`src/rtl/pc_unit.sv`:
```
// Program counter with RUN/HALTED control, prioritised redirects, a sticky
// sequential-wrap flag and a one-cycle registered redirect indication.
module pc_unit #(
  parameter int                  PC_WIDTH  = 12,
  parameter int                  OUT_WIDTH = 32,
  parameter logic [PC_WIDTH-1:0] RESET_PC  = '0
) (
  input  logic                 clock,
  input  logic                 reset,
  input  logic                 stall,
  input  logic                 jump_en,
  input  logic [PC_WIDTH-1:0]  jump_target,
  input  logic                 branch_en,
  input  logic [PC_WIDTH-1:0]  branch_offset,
  input  logic                 halt,
  input  logic                 resume,
  output logic [OUT_WIDTH-1:0] pc,
  output logic [OUT_WIDTH-1:0] pc_plus1,
  output logic                 halted,
  output logic                 wrapped,
  output logic                 redirect
);

  typedef enum logic {
    RUN    = 1'b0,
    HALTED = 1'b1
  } state_t;

  state_t              state_p0, state_nxt;
  logic [PC_WIDTH-1:0] pc_p0, pc_nxt, pc_inc;
  logic                redirect_p0, wrapped_p0;
  logic                take_redirect, seq_wrap;

  // Modulo-2^PC_WIDTH add of a two's-complement offset; overflow wraps silently.
  function automatic logic [PC_WIDTH-1:0] wrap_add(
    input logic [PC_WIDTH-1:0]        base,
    input logic signed [PC_WIDTH-1:0] off
  );
    return base + $unsigned(off);
  endfunction

  assign pc_inc = pc_p0 + PC_WIDTH'(1);

  always_comb begin
    state_nxt     = state_p0;
    pc_nxt        = pc_p0;
    take_redirect = 1'b0;
    seq_wrap      = 1'b0;
    unique case (state_p0)
      RUN: begin
        if (halt) state_nxt = HALTED;
        if (!stall) begin
          if (jump_en) begin
            pc_nxt        = jump_target;
            take_redirect = 1'b1;
          end else if (branch_en) begin
            pc_nxt        = wrap_add(pc_inc, $signed(branch_offset));
            take_redirect = 1'b1;
          end else begin
            pc_nxt   = pc_inc;
            seq_wrap = &pc_p0;
          end
        end
      end
      HALTED: begin
        // PC frozen; resume only returns to RUN, the PC advances a cycle later.
        if (resume) state_nxt = RUN;
      end
      default: state_nxt = RUN;
    endcase
  end

  // Stage p0: architectural PC and control state
  always_ff @(posedge clock) begin
    if (reset) begin
      pc_p0       <= RESET_PC;
      state_p0    <= RUN;
      redirect_p0 <= 1'b0;
      wrapped_p0  <= 1'b0;
    end else begin
      pc_p0       <= pc_nxt;
      state_p0    <= state_nxt;
      redirect_p0 <= take_redirect;
      if (seq_wrap) wrapped_p0 <= 1'b1;
    end
  end

  assign pc       = OUT_WIDTH'(pc_p0);
  assign pc_plus1 = OUT_WIDTH'(pc_inc);
  assign halted   = (state_p0 == HALTED);
  assign wrapped  = wrapped_p0;
  assign redirect = redirect_p0;

endmodule
```
`config.mk`:
```
export PLATFORM = sky130hd
export DESIGN_NAME = pc_unit
export DESIGN_NICKNAME = d
export VERILOG_FILES = /design/src/rtl/pc_unit.sv
export SDC_FILE = /design/constraint.sdc
export NUM_CORES = 1
export LEC_CHECK = 0
export CORE_MARGIN = 4
export CORE_UTILIZATION = 36
export CTS_CLUSTER_DIAMETER = 50
export DETAILED_ROUTE_END_ITERATION = 10
export GPL_TIMING_DRIVEN = 0
export PLACE_DENSITY = 0.9
export SYNTH_ARGS = -nofsm -noshare
export SYNTH_HDL_FRONTEND = slang
export SYNTH_SLANG_ARGS = --single-unit
```
`constraint.sdc`:
```
create_clock -name clock -period 2.38 [get_ports clock]
set_input_delay 0.476 -clock clock [delete_from_list [all_inputs] [get_ports clock]]
set_output_delay 0.476 -clock clock [all_outputs]
set_load 0.01 [all_outputs]
```
# After elaboration in Yosys (flattened, before gate mapping)
# Cells that the tools add are included.
[word_totals]
input_bits = 31
out_inout_bits = 67
register_bits = 15
[classes]
mux = 11
add_sub_neg = 2
n_bitwise = 2
reduce_logical = 3
[op_table]
columns = ["operator", "n"]
rows = [
  ["12-bit 2-to-1 mux", 2],
  ["12-bit by 1-bit adder with 12-bit output (second input constant)", 1],
  ["12-bit adder", 1],
  ["12-bit AND reduction", 1],
  ["1-bit 2-to-1 mux", 8],
  ["3-bit OR reduction", 1],
  ["1-bit inverter", 2],
  ["1-bit case mux with 2 select lines", 1],
  ["2-bit AND reduction", 1],
]

# Logic depth before layout (Yosys ltp)
# Gate-level depths: netlist of run 1.
[logic_depth]
depth_word = 5
mapped_depth = 11

# Worst setup path before layout of run 1
# OpenSTA, ideal clock, no wires.
[synth_path]
path_kind = "register -> register"
start = "register pc_p0[0]"
end = "register pc_p0[11]"
t_required_ns = 2.292
t_arrival_ns = 2.609
stages_incl_launch_ff = 11
setup_slack_ns = -0.317
period_less_slack_ns = 2.697
setup_ns = 0.088
cell_sequence = "dfxtp_1 -> ha_1 -> nand3_1 -> nor3_1 -> xor2_1 -> ha_1 -> a21oi_2 -> o21ai_2 -> a221o_1 -> o211a_1 -> nor4_2"
[synth_via]
elab_chain_len = 4
[synth_lines]
columns = ["item", "line_no", "source"]
rows = [
  ["from (decl)", "30", "logic [PC_WIDTH-1:0] pc_p0, pc_nxt, pc_inc;"],
  ["from (signal assigned)", "81", "pc_p0 <= pc_nxt;"],
  ["12-bit by 1-bit adder with 12-bit output", "42", "assign pc_inc = pc_p0 + PC_WIDTH'(1);"],
  ["via pc_plus1[8]", "18", "output logic [OUT_WIDTH-1:0] pc_plus1,"],
  ["12-bit adder", "39", "return base + $unsigned(off);"],
  ["12-bit 2-to-1 mux", "56", "end else if (branch_en) begin"],
  ["12-bit 2-to-1 mux", "53", "if (jump_en) begin"],
]
# The timed path passes the listed nets, and every way through them passes these cells.
# A chain may end at the register's enable or synchronous reset.

# Worst setup path after layout of run 1
[layout_path]
start = "register pc_p0[1]"
end = "register pc_p0[11]"
[layout_via]
elab_chain_len = 4
[layout_lines]
columns = ["item", "line_no"]
rows = [
  ["12-bit by 1-bit adder with 12-bit output (*)", "42"],
  ["12-bit adder", "39"],
  ["12-bit 2-to-1 mux (*)", "56"],
  ["12-bit 2-to-1 mux (*)", "53"],
]
# Mark *: on every way between the ends. The rest lies on a longest branch, timed or not.

==> results of run 1 <==
==> cells in the final DEF (no fill, tap or decap), types with 4 or more instances in the layout <==
cell                              count
sky130_fd_sc_hd__clkbuf_1             4
sky130_fd_sc_hd__conb_1              40
sky130_fd_sc_hd__ha_1                 4
sky130_fd_sc_hd__dfxtp_1              5
sky130_fd_sc_hd__buf_6                5
sky130_fd_sc_hd__ha_4                10
sky130_fd_sc_hd__inv_1                4
sky130_fd_sc_hd__dfxtp_4              7
sky130_fd_sc_hd__a21oi_1              9
sky130_fd_sc_hd__dlygate4sd2_1        5
sky130_fd_sc_hd__o21ai_0              7
sky130_fd_sc_hd__nand2b_1             6
sky130_fd_sc_hd__nand3_1              4
sky130_fd_sc_hd__buf_4               74
sky130_fd_sc_hd__nor2_1              18
sky130_fd_sc_hd__xnor2_1              4
sky130_fd_sc_hd__clkdlybuf4s50_1     47
sky130_fd_sc_hd__nand2_1             12
sky130_fd_sc_hd__nand3_4              4
sky130_fd_sc_hd__mux2i_1              6
==> per-stage QoR <==
step | area [µm²] | power (mW)
global placement | 2770 | 0.823
CTS | 3200 | 1.14
finish | 3470 | 1.25
floorplan | 2120 | 0.650
detailed placement | 2770 | 0.834
global route | 3470 | 1.32
==> layout make-up <==
type                    count  area share
well taps                  67      0.0241
flip-flops and latches     15      0.0951
inverters                   5     0.00540
repair buffers             94       0.248
multi-input cells         206       0.520
clock buffers               4      0.0130
plain buffers              47      0.0943
==> state kept, by name (all words and copies together), names as in the netlist <==
signal	count
wrapped	1
redirect	1
halted	1
pc_p0	12
==> power by group <==
group,internal [mW],switching [mW],total (mW)
clock network,0.119,0.0925,0.211
registers,0.270,0.0312,0.301
logic,0.392,0.350,0.742
total,0.781,0.474,1.25
==> worst max-delay path, delay by kind of cell (launching register included) <==
| family | cells | cell delay (ns) |
|---|---|---|
| AO/OA/AOI/OAI | 3 | 0.81 |
| AND/OR/NAND/NOR | 6 | 0.63 |
| flip-flops | 1 | 0.37 |
| adder cells (fa/ha/maj) | 1 | 0.29 |
| XOR/XNOR | 1 | 0.18 |
| buffers and inverters | 1 | 0.17 |
==> cell families after synthesis <==
group,after synthesis,synth area share
other cells,1,0.00209
mux,6,0.0334
simple gates,78,0.217
buf+inv,52,0.193
xor+xnor,17,0.0829
compound gates,49,0.189
flops,15,0.167
fa+ha+maj,16,0.116
==> per-layer routing <==
| layer | up-vias | GRT usage | share of wire |
|---|---|---|---|
| met5 | - | 0 | 0 |
| met4 | 0 | 0.0717 | 0.025 |
| met3 | 21 | 0.0401 | 0.069 |
| met2 | 120 | 0.362 | 0.54 |
| met1 | 1031 | 0.216 | 0.37 |
| li1 | 1028 | - | - |
==> repair_timing <==
action                                  4_1_cts  5_1_grt
pin swaps                                    28       29
endpoints found under the setup margin       13        9
hold buffers                                  0        0
resized for setup                            38       36
setup buffers                                27       11
==> worst paths after layout <==
check / endpoint / start / cells after the start
max: pc_p0[11] / pc_p0[1] / 12
max reg2reg: pc_p0[11] / pc_p0[1] / 12
min reg2reg: wrapped / wrapped / 2
min: wrapped / wrapped / 2
==> flow_metrics.env, run 1 <==
export IMPL_run_status="finished with violations"
export IMPL_failed_checks="negative setup slack"
export IMPL_post_syn_instances=234
export IMPL_p_leak_nw=1.59
export IMPL_port_buffers=56
export IMPL_final_setup_viol_count=4
export IMPL_timing_clock_skew_ns=0.00427
export IMPL_ctsHtreeMaxLevel=1
export IMPL_worst_slew_pin_transition_ns=0.633
export IMPL_timing_fmax_mhz=394
export IMPL_cts_num_sinks=15
export IMPL_track_usage=0.195
export IMPL_max_cap_violations=0
export IMPL_count_of_warnings_emitted_by_yosys=0
export IMPL_synthTopCellsByCount="40 x sky130_fd_sc_hd__buf_4, 21 x sky130_fd_sc_hd__nor2_1, 15 x sky130_fd_sc_hd__dfxtp_1, 15 x sky130_fd_sc_hd__ha_1, 15 x sky130_fd_sc_hd__nand2_1"
export IMPL_cts_tree="yes"
export IMPL_filler_cell_count=341
export IMPL_ioPinCount=98
export IMPL_synthFlopType="sky130_fd_sc_hd__dfxtp_1"
export IMPL_detailedPlace_worstSlack_ns=-0.654
export IMPL_fin_util=0.726
export IMPL_layout_drive_gt1_share=0.407
export IMPL_postSynthAreaPerCell_um2=7.68
export IMPL_drc=0
export IMPL_num_antenna_cells=0
export IMPL_design_die_area_um2=6190
export IMPL_die_x_um=78.6
export IMPL_avgViaCountPerCell=5.02
export IMPL_cts_root_to_sink_buffers=2
export IMPL_die_h_um=78.6
export IMPL_first_iter_violations=224
export IMPL_synth_largest_area_cell="sky130_fd_sc_hd__buf_4"
export IMPL_dp_hpwl_um=4310
export IMPL_final_period_utilization=1.07
export IMPL_cp_required_ns=2.54
export IMPL_setup_slack_ns=-0.157
export IMPL_core_rowCount=25
export IMPL_number_of_enable_type_register_cells_in_the_synthesized_netlist=0
export IMPL_initial_core_util=0.375
export IMPL_setup_repair_after_global_routing_missed_its_margin="true"
export IMPL_areaGrowthSynthToFinish_pct=93.4
export IMPL_type_of_the_worst_min_delay_path="reg -> reg"
export IMPL_syn_area_um2=1800
export IMPL_place_inst=396
export IMPL_cpMaxStageDelayCell="sky130_fd_sc_hd__a221o_1"
export IMPL_peak_vdd_ir_uv=182
export IMPL_global_route_wire_length_before_repair_um=9670
export IMPL_timing_critical_path_cells="nand4_1 > buf_6 > nor2_4 > nand3_4 > xnor2_4 > ha_4 > nand2_4 > o21ai_4 > nor2_1 > a221o_1 > o211a_1 > nor4_2"
export IMPL_worst_path_max_fanout=4
export IMPL_max_stage_delay_ns=0.39
export IMPL_synth_ff_latch_count=15
export IMPL_grt_ovfl_total=0
export IMPL_hold_viol=0
export IMPL_route_final_wire_length_um=6940
export IMPL_nets=419
export IMPL_synthTopCellsByArea="sky130_fd_sc_hd__buf_4 17%, sky130_fd_sc_hd__dfxtp_1 17%, sky130_fd_sc_hd__ha_1 10%"
export IMPL_routed_wire_length_per_instance_um=15.9
export IMPL_setup_worst_path_end_class="flop"
export IMPL_final_setup_tns_ns=-0.413
export IMPL_antenna_found_initial=0
export IMPL_fin_worst_hold_slack_ns=0.503
export IMPL_netlist_area_leader_share=0.167
export IMPL_async_reset_ff_frac=0
export IMPL_worstSetupStartpointType="flop"
export IMPL_path_class="reg -> reg"
export IMPL_core_area_um2=4790
export IMPL_ant_nets=0
export IMPL_place_congestion=0.848
export IMPL_ff_latch_area_um2=330
export IMPL_root_buffer="sky130_fd_sc_hd__clkbuf_8"
export IMPL_grt_max_degree=11
export IMPL_timing_final_crit_period_ns=2.54
export IMPL_dr_total_vias=2200
export IMPL_setup_reg_to_reg_worst_slack_ns=-0.16
export IMPL_clkSlewWorstSetupHoldPaths_ns=0.06
export IMPL_clk_latency_ns=0.25
export IMPL_yosysUniqueCellTypes=52
export IMPL_synth_most_common_cell="sky130_fd_sc_hd__buf_4"
export IMPL_cts_inserted_buffers=3
export IMPL_synth_seq_area_share=0.167
export IMPL_number_of_standard_cells_in_the_final_layout_excluding_fillers=438
export IMPL_finalMaxSlewViolations=0
export IMPL_power_per_cell_area_nw_per_um2=361
export IMPL_multi_input_comb_area_um2=1810
export IMPL_rel_slew_slack=0.577
export IMPL_critPathArrivalTime_ns=2.70
export IMPL_first_pass_iters=4
export IMPL_grt_pass1_vias=2140
(Power assumes the default switching activity.)
==> run 2, diff against run 1 <==
- CTS_CLUSTER_DIAMETER: 50 -> 80
==> results of run 2 <==
Final layout, timing and power as in run 1 (identical DEF).
==> run 3, diff against run 2 <==
- CTS_CLUSTER_SIZE: unset -> 24
==> results of run 3 <==
Final layout, timing and power as in run 1 (identical DEF).
